### src/rtl/mc_pkg.sv
// mc_pkg: shared types and encodings for the multi-cycle control unit.
// States, opcode classes, ALU ops, PC and writeback selects.
package mc_pkg;

  typedef enum logic [2:0] {
    S_IDLE   = 3'd0,
    S_FETCH  = 3'd1,
    S_DECODE = 3'd2,
    S_EXEC   = 3'd3,
    S_MEM    = 3'd4,
    S_WB     = 3'd5,
    S_TRAP   = 3'd6
  } state_t;

  typedef enum logic [3:0] {
    C_R      = 4'd0,
    C_I      = 4'd1,
    C_LOAD   = 4'd2,
    C_STORE  = 4'd3,
    C_BRANCH = 4'd4,
    C_LUI    = 4'd5,
    C_AUIPC  = 4'd6,
    C_JAL    = 4'd7,
    C_JALR   = 4'd8,
    C_ILL    = 4'd9
  } cls_t;

  localparam logic [4:0] OPC_R      = 5'b01100;
  localparam logic [4:0] OPC_I      = 5'b00100;
  localparam logic [4:0] OPC_LOAD   = 5'b00000;
  localparam logic [4:0] OPC_STORE  = 5'b01000;
  localparam logic [4:0] OPC_BRANCH = 5'b11000;
  localparam logic [4:0] OPC_LUI    = 5'b01101;
  localparam logic [4:0] OPC_AUIPC  = 5'b00101;
  localparam logic [4:0] OPC_JAL    = 5'b11011;
  localparam logic [4:0] OPC_JALR   = 5'b11001;

  localparam logic [3:0] ALU_ADD    = 4'd0;
  localparam logic [3:0] ALU_SUB    = 4'd1;
  localparam logic [3:0] ALU_SLL    = 4'd2;
  localparam logic [3:0] ALU_SLT    = 4'd3;
  localparam logic [3:0] ALU_SLTU   = 4'd4;
  localparam logic [3:0] ALU_XOR    = 4'd5;
  localparam logic [3:0] ALU_SRL    = 4'd6;
  localparam logic [3:0] ALU_SRA    = 4'd7;
  localparam logic [3:0] ALU_OR     = 4'd8;
  localparam logic [3:0] ALU_AND    = 4'd9;
  localparam logic [3:0] ALU_PASS_B = 4'd10;

  localparam logic [1:0] PC_PLUS4  = 2'd0;
  localparam logic [1:0] PC_BRANCH = 2'd1;
  localparam logic [1:0] PC_JAL    = 2'd2;
  localparam logic [1:0] PC_JALR   = 2'd3;

  localparam logic [1:0] WB_ALU = 2'd0;
  localparam logic [1:0] WB_MEM = 2'd1;
  localparam logic [1:0] WB_PC4 = 2'd2;

  localparam logic OPA_RS1 = 1'b0;
  localparam logic OPA_PC  = 1'b1;
  localparam logic OPB_RS2 = 1'b0;
  localparam logic OPB_IMM = 1'b1;

  // funct3 to ALU op; SUB only for R, SRA for both R and I
  function automatic logic [3:0] alu_f3(
    input logic [2:0] f3,
    input logic       f7b5,
    input logic       is_r
  );
    logic [3:0] op;
    op = ALU_ADD;
    unique case (f3)
      3'd0: op = (is_r && f7b5) ? ALU_SUB : ALU_ADD;
      3'd1: op = ALU_SLL;
      3'd2: op = ALU_SLT;
      3'd3: op = ALU_SLTU;
      3'd4: op = ALU_XOR;
      3'd5: op = f7b5 ? ALU_SRA : ALU_SRL;
      3'd6: op = ALU_OR;
      3'd7: op = ALU_AND;
    endcase
    return op;
  endfunction

endpackage

### src/rtl/mc_decode.sv
// mc_decode: combinational instruction class and ALU operand decode.
// Pure function of the opcode, funct3 and funct7[5] fields.
module mc_decode
  import mc_pkg::*;
(
  input  logic [6:0] op_i,
  input  logic [2:0] f3_i,
  input  logic       f7b5_i,
  output cls_t       cls_o,
  output logic [3:0] alu_op_o,
  output logic       opa_sel_o,
  output logic       opb_sel_o
);

  // classify the major opcode; wrong low bits are illegal
  always_comb begin
    cls_o = C_ILL;
    if (op_i[1:0] == 2'b11) begin
      unique case (op_i[6:2])
        OPC_R:      cls_o = C_R;
        OPC_I:      cls_o = C_I;
        OPC_LOAD:   cls_o = C_LOAD;
        OPC_STORE:  cls_o = C_STORE;
        OPC_BRANCH: cls_o = C_BRANCH;
        OPC_LUI:    cls_o = C_LUI;
        OPC_AUIPC:  cls_o = C_AUIPC;
        OPC_JAL:    cls_o = C_JAL;
        OPC_JALR:   cls_o = C_JALR;
        default:    cls_o = C_ILL;
      endcase
    end
  end

  // per-class ALU op and operand sources
  always_comb begin
    alu_op_o  = ALU_ADD;
    opa_sel_o = OPA_RS1;
    opb_sel_o = OPB_RS2;
    case (cls_o)
      C_R: alu_op_o = alu_f3(f3_i, f7b5_i, 1'b1);
      C_I: begin
        alu_op_o  = alu_f3(f3_i, f7b5_i, 1'b0);
        opb_sel_o = OPB_IMM;
      end
      C_LOAD, C_STORE, C_JALR: opb_sel_o = OPB_IMM;
      C_BRANCH: alu_op_o = ALU_SUB;
      C_LUI: begin
        alu_op_o  = ALU_PASS_B;
        opb_sel_o = OPB_IMM;
      end
      C_AUIPC, C_JAL: begin
        opa_sel_o = OPA_PC;
        opb_sel_o = OPB_IMM;
      end
      default: ;
    endcase
  end

endmodule

### src/rtl/mc_ctrl.sv
// mc_ctrl: multi-cycle RV32I control FSM with optional perf counters.
// Define MC_CTRL_PERF_EN to build the cycle and instret counters.
module mc_ctrl
  import mc_pkg::*;
(
  input  logic        clk_i,
  input  logic        rst_ni,
  input  logic [31:0] instr_i,
  input  logic        mem_ready_i,
  input  logic        br_taken_i,
  output logic        mem_req_o,
  output logic        mem_we_o,
  output logic        ir_en_o,
  output logic        pc_en_o,
  output logic        rd_wren_o,
  output logic [1:0]  pc_sel_o,
  output logic [1:0]  wb_sel_o,
  output logic        opa_sel_o,
  output logic        opb_sel_o,
  output logic [3:0]  alu_op_o,
  output logic [2:0]  state_o,
  output logic        illegal_o,
  output logic [31:0] cycle_cnt_o,
  output logic [31:0] instret_o
);

  state_t     st, nxt;
  cls_t       cls;
  logic [3:0] dec_alu;
  logic       dec_opa;
  logic       dec_opb;
  logic       unused_bits;

  assign unused_bits = ^{instr_i[31], instr_i[29:15]};

  mc_decode u_dec (
    .op_i      (instr_i[6:0]),
    .f3_i      (instr_i[14:12]),
    .f7b5_i    (instr_i[30]),
    .cls_o     (cls),
    .alu_op_o  (dec_alu),
    .opa_sel_o (dec_opa),
    .opb_sel_o (dec_opb)
  );

  // state register; reset lands in IDLE at once
  always_ff @(posedge clk_i or negedge rst_ni) begin
    if (!rst_ni) st <= S_IDLE;
    else         st <= nxt;
  end

  // next state and all control outputs; IDLE drives everything low
  always_comb begin
    nxt       = st;
    mem_req_o = 1'b0;
    mem_we_o  = 1'b0;
    ir_en_o   = 1'b0;
    pc_en_o   = 1'b0;
    rd_wren_o = 1'b0;
    pc_sel_o  = PC_PLUS4;
    wb_sel_o  = WB_ALU;
    opa_sel_o = OPA_RS1;
    opb_sel_o = OPB_RS2;
    alu_op_o  = ALU_ADD;
    unique case (st)
      S_IDLE: nxt = S_FETCH;
      S_FETCH: begin
        mem_req_o = 1'b1;
        if (mem_ready_i) begin
          ir_en_o = 1'b1;
          nxt     = S_DECODE;
        end
      end
      S_DECODE: nxt = (cls == C_ILL) ? S_TRAP : S_EXEC;
      S_EXEC: begin
        opa_sel_o = dec_opa;
        opb_sel_o = dec_opb;
        alu_op_o  = dec_alu;
        case (cls)
          C_LOAD, C_STORE: nxt = S_MEM;
          C_BRANCH: begin
            pc_en_o  = 1'b1;
            pc_sel_o = br_taken_i ? PC_BRANCH : PC_PLUS4;
            nxt      = S_FETCH;
          end
          default: nxt = S_WB;
        endcase
      end
      S_MEM: begin
        mem_req_o = 1'b1;
        mem_we_o  = (cls == C_STORE);
        if (mem_ready_i) begin
          if (cls == C_STORE) begin
            pc_en_o = 1'b1;
            nxt     = S_FETCH;
          end else begin
            nxt = S_WB;
          end
        end
      end
      S_WB: begin
        rd_wren_o = |instr_i[11:7];
        pc_en_o   = 1'b1;
        case (cls)
          C_JAL: begin
            pc_sel_o = PC_JAL;
            wb_sel_o = WB_PC4;
          end
          C_JALR: begin
            pc_sel_o = PC_JALR;
            wb_sel_o = WB_PC4;
          end
          C_LOAD:  wb_sel_o = WB_MEM;
          default: wb_sel_o = WB_ALU;
        endcase
        nxt = S_FETCH;
      end
      S_TRAP: nxt = S_TRAP;
      default: nxt = S_IDLE;
    endcase
  end

  assign state_o   = st;
  assign illegal_o = (st == S_TRAP);

`ifdef MC_CTRL_PERF_EN
  logic [31:0] cyc_q;
  logic [31:0] ret_q;

  // free-running cycle count and retired-instruction count
  always_ff @(posedge clk_i or negedge rst_ni) begin
    if (!rst_ni) begin
      cyc_q <= '0;
      ret_q <= '0;
    end else begin
      cyc_q <= cyc_q + 32'd1;
      if (pc_en_o) ret_q <= ret_q + 32'd1;
    end
  end

  assign cycle_cnt_o = cyc_q;
  assign instret_o   = ret_q;
`else
  assign cycle_cnt_o = '0;
  assign instret_o   = '0;
`endif

endmodule

### config.mk
export PLATFORM = sky130hd
export DESIGN_NAME = mc_ctrl
export DESIGN_NICKNAME = d
export VERILOG_FILES = /design/src/rtl/mc_pkg.sv /design/src/rtl/mc_decode.sv /design/src/rtl/mc_ctrl.sv
export SDC_FILE = /design/constraint.sdc
export NUM_CORES = 1
export LEC_CHECK = 0
export ABC_AREA = 1
export BUFFER_PORTS_ARGS = -buffer_cell sky130_fd_sc_hd__buf_2
export CORE_ASPECT_RATIO = 0.8
export CORE_UTILIZATION = 37
export DETAILED_ROUTE_END_ITERATION = 12
export PLACE_DENSITY = 0.82
export SKIP_LAST_GASP = 1
export SLEW_MARGIN = 20
export SYNTH_ARGS = -nofsm -noshare
export SYNTH_HDL_FRONTEND = slang
export SYNTH_SLANG_ARGS = --single-unit
### constraint.sdc
create_clock -name clk_i -period 1.4 [get_ports clk_i]
set_input_delay 0.07 -clock clk_i [delete_from_list [all_inputs] [get_ports clk_i]]
set_output_delay 0.07 -clock clk_i [all_outputs]
set_load 0.005 [all_outputs]
---- Yosys cells after proc, flatten, opt, wreduce, memory -nomap -nowiden ----
Memory sizes are Yosys's and may differ from the RTL's.
Cells that the tools add are included.
operators by class
  equality and inequality tests ........... 25
  mux-type cells .......................... 32
  reduce and logical (&&, ||, !) cells .... 11
operator list
  cell                                                  count
  case mux 4 bit (8 select lines)                       2
  equality test 3 bit (second input constant)           7
  case mux 3 bit (6 select lines)                       1
  equality test 4 x 3 -> 1 bit (second input constant)  4
  2-to-1 mux 1 bit                                      16
  case mux 4 bit (4 select lines)                       1
  equality test 3 x 2 -> 1 bit (second input constant)  4
  2-to-1 mux 3 bit                                      4
  case mux 2 bit (2 select lines)                       3
  OR reduction 2 bit                                    5
  equality test 4 x 2 -> 1 bit (second input constant)  2
  equality test 4 bit (second input constant)           2
  2-to-1 mux 4 bit                                      2
  OR reduction 7 bit                                    1
  equality test 3 x 1 -> 1 bit (second input constant)  2
  zero test 3 bit                                       2
  case mux 3 bit (2 select lines)                       1
  OR reduction 5 bit                                    1
  equality test 4 x 1 -> 1 bit (second input constant)  1
  zero test 4 bit                                       1
  inequality test 2 bit (second input constant)         2
  case mux 1 bit (3 select lines)                       1
  equality test 2 bit (second input constant)           1
  2-to-1 mux 2 bit                                      1
  AND reduction 2 bit                                   1
word-level totals
  bits in registers ....................... 3
  ROM bits ................................ 128
  input bits .............................. 36
  output and inout port bits .............. 83
  logic and storage cells ................. 70
  memories kept ........................... 1
memory list
  memory           depth  bits a word  read ports  clocked after Yosys merged registers in  wr ports  line             text
  (no name shown)  32     4            1           0                                        0         mc_decode.sv:19  unique case (op_i[6:2])

---- Logic depth before layout (Yosys ltp) ----
Gate-level depths: netlist of run 1.
  word-level depth ........................ 6
  mapped depth ............................ 13

---- Cells and area by module ----
From an unflattened synthesis of run 1, not the netlist that was laid out.
second synthesis, totals
  cells, all modules ...................... 232
  area total of the unflattened synthesis .. 1,311.3 um^2
modules (own cells, without submodules)
  module     times used  cells each  area each (um^2)  seq. area each (um^2)
  mc_ctrl    1           149         902.1             75.1
  mc_decode  1           83          409.1             0.0

---- Worst setup path after synthesis of run 1 ----
No wires, ideal clock.
  path type ............................... register -> output
  start point ............................. reg st[0], in the netlist state_o[0]
  end point ............................... out alu_op_o[2]
  arrival ................................. 1,233 ps
  path slack .............................. 97 ps
  stages on the path, launching flop included .. 7
  cells stage by stage .................... dfrtp_1 -> inv_1 -> nor2_1 -> inv_1 -> nor2_1 -> inv_1 -> nor4_1
on the way
  word-level cells in the longest chain between the ends .. 2
RTL lines
  item                          line           text
  from (decl)                   mc_ctrl.sv:27  state_t st, nxt;
  from (signal assigned)        mc_ctrl.sv:49  else st <= nxt;
  equality test 3 x 2 -> 1 bit  mc_ctrl.sv:65  unique case (st)
  2-to-1 mux 4 bit              mc_ctrl.sv:65
  to (decl)                     mc_ctrl.sv:20  output logic [3:0] alu_op_o,
No other way between the ends.

---- Worst setup path in the final report of run 1 ----
  start point ............................. reg st[1], in the netlist state_o[1]
  end point ............................... out alu_op_o[1]
Same word-level chain as after synthesis.

==> results of run 1 <==
## power groups by stage
stage,combinational [W],clock [W],sequential (W)
final,0.000232,0.000268,0.0000873
after global routing,0.000265,0.000277,0.0000873
after CTS,0.000199,0.000272,0.0000873
after detailed placement,0.000187,0,0.0000883
after global placement,0.000183,0,0.0000883
after floorplan,0.000250,0,0.0000883
## cell type report
class,instances,area share
clock buffers,4,0.0297
inverters,26,0.0692
multi-input cells,177,0.602
flip-flops and latches,3,0.0494
well taps,40,0.0329
repair buffers,54,0.217
## what timing repair did
action,in CTS,in global routing
endpoints found under the setup margin,12,16
gates resized for setup,15,22
gates cloned,0,0
hold buffers,1,0
pin swaps,2,11
buffers inserted,2,2
hold endpoints to repair,3,0
## cell families (layout without fill, tap and decap cells)
kind of cell / Yosys count / count (layout)
buffers and inverters: 90 / 84
AND/OR/NAND/NOR: 93 / 93
other: 1 / 64
adder cells (fa/ha/maj): 4 / 4
AO/OA/AOI/OAI: 16 / 16
flip-flops: 3 / 3
## placed cells by master, fill, tap and decap left out, drive strengths merged, types with 5 or more instances in the layout
cell type,synthesis,layout
conb,1,64
nor2,24,24
nand2,48,48
o21ai,5,5
nand3,12,12
inv,26,26
buf,64,53
a21oi,6,6
## worst reg2reg max path, stage by stage, from the launching register on
cell and delay (ns):
dfrtp_1 0.37, buf_4 0.14, buf_4 0.13, nor2_2 0.14, inv_2 0.07, nor2_2 0.11
inv_1 0.05, nand2_1 0.07, nor2_1 0.05, nand2_1 0.05
## cell usage after synthesis (all sizes together)
| cell | instances | area share |
|---|---|---|
| or4 | 1 | 0.0061 |
| dfrtp | 3 | 0.061 |
| nand3 | 12 | 0.049 |
| o21ai | 5 | 0.020 |
| a31oi | 1 | 0.0051 |
| nor4 | 1 | 0.0051 |
| o211ai | 1 | 0.0061 |
| inv | 26 | 0.079 |
| buf | 64 | 0.39 |
| nand4 | 3 | 0.015 |
| ha | 4 | 0.041 |
| nor3 | 4 | 0.025 |
| a21oi | 6 | 0.024 |
| nor2 | 24 | 0.094 |
| conb | 1 | 0.0031 |
| nand2 | 48 | 0.16 |
| o22ai | 3 | 0.015 |
## worst paths after layout
path | depth (start not counted) | end | startpoint | slack (ns)
setup / recovery | 6 | alu_op_o[1] | state_o[1] | -0.12
hold / removal | 4 | state_o[0] | mem_ready_i | 0.16
setup reg to reg | 9 | state_o[2] | state_o[0] | 0.16
hold reg to reg | 3 | state_o[0] | state_o[1] | 0.68
max in group asynchronous | 2 | state_o[0] | rst_ni | 1.13
min in group asynchronous | 2 | state_o[1] | rst_ni | 0.17
## per-stage QoR
stage,total power [W],instance area (sq um),util,std cells
floorplan,0.000339,1470,-,270
global placement,0.000271,1310,0.418,295
detailed placement,0.000275,1310,0.418,295
CTS,0.000558,1430,0.456,302
global route,0.000629,1520,0.485,304
finish,0.000587,1520,0.485,304
## routing by layer
metal  part of all wire  global-route usage  vias to the layer above  wire (um)
met5                  0                   0                        -          0
met4              0.014              0.0638                        0         39
met3              0.087              0.0254                        4        239
met2               0.44               0.238                       76       1220
met1               0.46               0.198                      526       1250
li1                   -                   -                      634          -
==> key figures, run 1 <==
Power and ir drop
  • Power per unit of standard cell area: 387 nW/um^2
  • Switching power of the nets: about 0.00022 W
  • Peak ir drop on the vdd network: 338 uV
  • Fraction of power spent switching nets: 0.380
  • Part of the power in the clock network: 0.457
  • Leak: 0.898 nW
  • Reg power frac: 0.149
  • Comb pwr share: 0.394
  • Internal cell power: 0.000364 W

Final layout
  • Total area of multi-input combinational cells: 915 sq um
  • Flip-flop count of the largest register, all copies and words added: 3
  • Sequential Area: 75.1 sq um
  • Antenna cell count: 0
  • Filler cell count in the final layout: 323
  • Net count reported at finish: 305
  • Share of post-route cells with drive strength above 1: 0.360
  • Growth of design area from synthesis to finish: 23.6%

Status
  • Status: complete, but fails checks
  • Violations in the final reports: negative setup slack

Place
  • DP HPWL: 2.11 mm
  • Worst-case setup slack after placement: -0.122 ns
  • Final RePlAce weighted congestion: ~0.79
  • IO Port Bufs: 38

STA
  • Final-report hold violation count: 0
  • Number of max-slew violations in the final report: 0
  • Unrepaired setup endpoints after global routing: yes
  • Worst-case clock skew: ~0.00013 ns
  • Highest attainable clock frequency: about 660 MHz
  • Post-route worst setup slack: -0.121 ns
  • Final setup TNS: -1.08 ns
  • Final setup violation count: 11
  • Worst hold margin: 0.163 ns
  • Min Clock Period, post-route: 1.52 ns
  • Final period util: 1.09

GRT
  • Vias in the first global route: 953
  • All-Layer GR Usage: 0.149
  • Pin count of the biggest net entering global routing: 8
  • Antenna violations before repair: 0
  • Total grt overflow: 0
  • Wire length of the first global-routing pass: 3.93 mm

Clock tree
  • Clock sink count: 3
  • CTS clock-pin slew for the worst setup and hold paths: 0.03 ns
  • H-Tree Depth: 1
  • CTS Root Cell: clkbuf_8
  • Number of buffers added by the clock tree synthesis step: 3
  • Clock buffer depth: 2
  • CTS tree: done
  • Insertion delay to the later sink of the worst-skew pair: 0.23 ns

Floorplanning
  • Standard-cell rows: 18
  • Count of pins on the block boundary: 119
  • Core area: 3130 sq um
  • Starting Density: 0.392
  • Horizontal extent of the die: 66.4 um
  • Die extent in y: 53.5 um
  • Die Footprint: 3560 sq um

Critical path
  • Critical path's largest stage delay: 0.45 ns
  • Critical path class: flip-flop to output port
  • Number of buffer and inverter stages on the critical path: 3
  • Maximum fanout count along the critical path: 6
  • Crit path max-delay cell type: dfrtp_1
  • Type of element launching the critical path: flip-flop
  • Gate family responsible for the most delay along the worst path: flip-flops
  • Arrival time at the worst endpoint: 1.45 ns
  • Crit path required time: roughly 1.3 ns
  • Endpoint class of the critical path: output port
  • Cell-by-cell trace of the critical path: inv_1 > nor2_2 > buf_4 > nand3_2 > a21oi_2 > buf_2

Drt
  • Wirelength, routed: 2.75 mm
  • Average vias per placed instance: 4.08
  • WL per Instance: 9.05 um
  • Antenna-violating nets left: 0
  • Starting DRC count in detailed routing: 54
  • Routed vias: 1,240
  • Number of DRC violations after detailed routing: 0
  • Number of detailed-route iterations in the first pass: 4

Run
  • Number of max-cap violations: 0

Logic synthesis
  • Fraction of the mapped netlist area in compound gates: 0.0713
  • Parity-gate share of the synthesized area counting xor and xnor cells: 0
  • Post-synthesis sequential area ratio: 0.0611
  • Number of synthesized register bits: 3
  • Netlist Area Pre-Place: 1230 sq um
  • Yosys warns: 0
  • Post-Synthesis Cells: 207
  • Adder and majority cell fraction of the synthesized area: 0.0407
  • Multiplexer share of the synthesized area: 0
  • Mean post-synth cell area: 5.94 sq um
  • Combinational family with the most area after synthesis: buffers and inverters
  • Simple-gate portion of the synthesized area: 0.353
  • Number of library cell types mapped by synthesis: 24

Hold path
  • Path type of the worst min-delay path: primary input to flip-flop
Note: power is estimated with default switching activity, not from simulation.
==> inputs of run 2 (changes only) <==
--- a/config.mk
+++ b/config.mk
@@ -6,13 +6,13 @@
 export NUM_CORES = 1
 export LEC_CHECK = 0
 export ABC_AREA = 1
-export BUFFER_PORTS_ARGS = -buffer_cell sky130_fd_sc_hd__buf_2
 export CORE_ASPECT_RATIO = 0.8
-export CORE_UTILIZATION = 37
+export CORE_UTILIZATION = 45
 export DETAILED_ROUTE_END_ITERATION = 12
-export PLACE_DENSITY = 0.82
+export DONT_BUFFER_PORTS = 1
 export SKIP_LAST_GASP = 1
 export SLEW_MARGIN = 20
 export SYNTH_ARGS = -nofsm -noshare
 export SYNTH_HDL_FRONTEND = slang
 export SYNTH_SLANG_ARGS = --single-unit
+export TNS_END_PERCENT = 5
==> run 2 against run 1 <==
Compared with the run above:
- the run still ends with negative setup slack left
- via count shrank 9.4%
- non-clock buffer count decreased by 38
- flip-flop and latch count did not move
- cell count is 14% lower
- cell area down 16%
- fmax rose by 4.1%
- core utilization rose by 2.2 points
==> key figures, run 2 (synthesis results as in run 1) <==
Status
  • Status: complete, but fails checks
  • Violations in the final reports: negative setup slack

Place
  • Worst-case setup slack after placement: 0.0311 ns
  • DP HPWL: 1.90 mm
  • Final RePlAce weighted congestion: 0.809
  • IO Port Bufs: 0
  • Dpl cell area: 1100 sq um

Critical path
  • Number of buffer and inverter stages on the critical path: 3
  • Critical path class: flip-flop to output port
  • Crit path to: pc_sel_o[0]
  • Maximum fanout count along the critical path: 5
  • Cell-by-cell trace of the critical path: inv_1 > nor3_2 > buf_4 > inv_1 > o22ai_2
  • Most frequent cell on the critical path: inv_1
  • Cells on worst reg2reg path: 10
  • Crit path required time: 1.33 ns
  • Gate family responsible for the most delay along the worst path: flip-flops
  • Arrival time at the worst endpoint: 1.39 ns
  • Crit Reg-Reg Startpoint: state_o[2]
  • Crit. Startpoint: state_o[2]
  • Reg-to-reg endpoint: state_o[0]
  • Critical path's largest stage delay: 0.41 ns
  • Cell depth of the worst setup path: 5
  • Type of element launching the critical path: flip-flop
  • Crit path max-delay cell type: dfrtp_2
  • Worst-case register-to-register setup slack: 0.04 ns
  • Endpoint class of the critical path: output port

Clock tree
  • CTS tree: done
  • Number of buffers added by the clock tree synthesis step: 3
  • Insertion delay to the later sink of the worst-skew pair: 0.24 ns
  • H-Tree Depth: 1
  • CTS clock-pin slew for the worst setup and hold paths: 0.04 ns
  • Clock buffer depth: 2
  • Clock sink count: 3
  • CTS Root Cell: clkbuf_4

Final layout
  • Commonest non-fill, non-tap cell in the layout: conb_1
  • Net count reported at finish: 267
  • Growth of design area from synthesis to finish: 4.18%
  • Antenna cell count: 0
  • Flip-flop count of the largest register, all copies and words added: 3
  • Final instance area: 1280 sq um
  • Share of post-route cells with drive strength above 1: 0.226
  • Top library cells by usage in the layout, fill and taps aside: conb_1 (64), nand2_1 (43), inv_1 (24), buf_4 (14), nor2_1 (13)
  • Final core occ: 0.507

Drt
  • Starting DRC count in detailed routing: 34
  • Number of detailed-route iterations in the first pass: 4
  • Wirelength, routed: 2.46 mm
  • Number of DRC violations after detailed routing: 0
  • Routed vias: 1,123
  • Average vias per placed instance: 4.29
  • WL per Instance: 9.39 um
  • Antenna-violating nets left: 0

STA
  • Worst hold margin: 0.0427 ns
  • Worst-case clock skew: approximately 0.0042 ns
  • Min Clock Period, post-route: between 1 and 1.5 ns
  • Highest attainable clock frequency: 684 MHz
  • Final-report hold violation count: 0
  • Number of max-slew violations in the final report: 0
  • Final period util: 1.04
  • Unrepaired setup endpoints after global routing: yes
  • Post-route worst setup slack: -0.0616 ns
  • Final setup violation count: 11

Power and ir drop
  • Power per unit of standard cell area: 308 nW/um^2
  • Power after layout: 0.000395 W
  • Leak: between 0.7 and 0.8 nW
  • Peak ir drop on the vdd network: roughly 330 uV

GRT
  • Total grt overflow: 0
  • Antenna violations before repair: 0
  • Wire length of the first global-routing pass: 3.75 mm
  • All-Layer GR Usage: 0.167
  • Vias in the first global route: 846
  • Pin count of the biggest net entering global routing: 9

Floorplanning
  • Core area: between 2000 and 3000 sq um
  • Standard-cell rows: 16
  • Horizontal extent of the die: approximately 60 um
  • Die Footprint: ~3000 sq um
  • Starting Density: 0.487
  • Die extent in y: 48.7 um
  • Count of pins on the block boundary: 119

Run
  • Number of max-cap violations: 0

Hold path
  • Path type of the worst min-delay path: primary input to flip-flop
-- run 2: cell count changes in the layout (fill, tap and decap cells not counted), sizes merged --
cell,before,now
buf,53,15
-- run 2: routing by layer --
layer,wire length (um),global-route usage,vias to the layer above,part of all wire
met1,1080,0.255,472,0.44
li1,-,-,555,-
met5,0,0,-,0
met2,1050,0.233,92,0.43
met3,304,0.0455,4,0.12
met4,36,0.0341,0,0.015
-- run 2: power breakdown --
part	switching, W	total, W	internal [W]	leakage [nW]
registers	0	0.0000872	0.0000872	0.0308
clock network	0.0000516	0.000159	0.000107	0.0150
logic	0.000112	0.000149	0.0000372	0.672
total	0.000163	0.000395	0.000232	0.718
-- run 2: worst min-delay path by stage --
stage,end,start,slack [ns],depth (start not counted)
finish,state_o[0],mem_ready_i,0.04,3
global route,state_o[0],mem_ready_i,0.06,3
CTS,state_o[0],mem_ready_i,0.04,3
detailed placement,state_o[2],rst_ni,-0.23,0
global placement,state_o[2],rst_ni,-0.23,0
floorplan,state_o[0],rst_ni,-0.23,0
-- run 2: per-stage QoR --
stage          TNS (ns)  cells
2_1_floorplan         0    270
3_3_place_gp          0    251
3_5_place_dp          0    251
4_1_cts          -0.544    263
5_1_grt           -1.61    262
6_report         -0.386    262
-- run 2: worst reg2reg max path, cell delays in order (launching register included) --
cell     delay (ns)
dfrtp_2        0.44
nor2_4         0.13
buf_4          0.11
buf_4          0.09
buf_4          0.09
buf_4          0.09
nor2_2         0.03
a21oi_1        0.11
nand2_1        0.06
nand2_1        0.05
nand2_1        0.04
-- run 2: cell type report --
cell class	count	area (sq um)
clock buffer	4	26.3
inverter	26	97.6
multi-input combinational	177	907
tap	36	45.0
fill	273	1240
timing repair buffer	16	126
sequential	3	77.6
-- run 2: repair_timing --
action / in CTS / in global routing
setup buffers: 8 / 0
hold buffers: 1 / 0
setup endpoints to repair: 11 / 17
endpoints found under the hold margin: 3 / 0
resized for setup: 17 / 8
pin swaps: 9 / 6
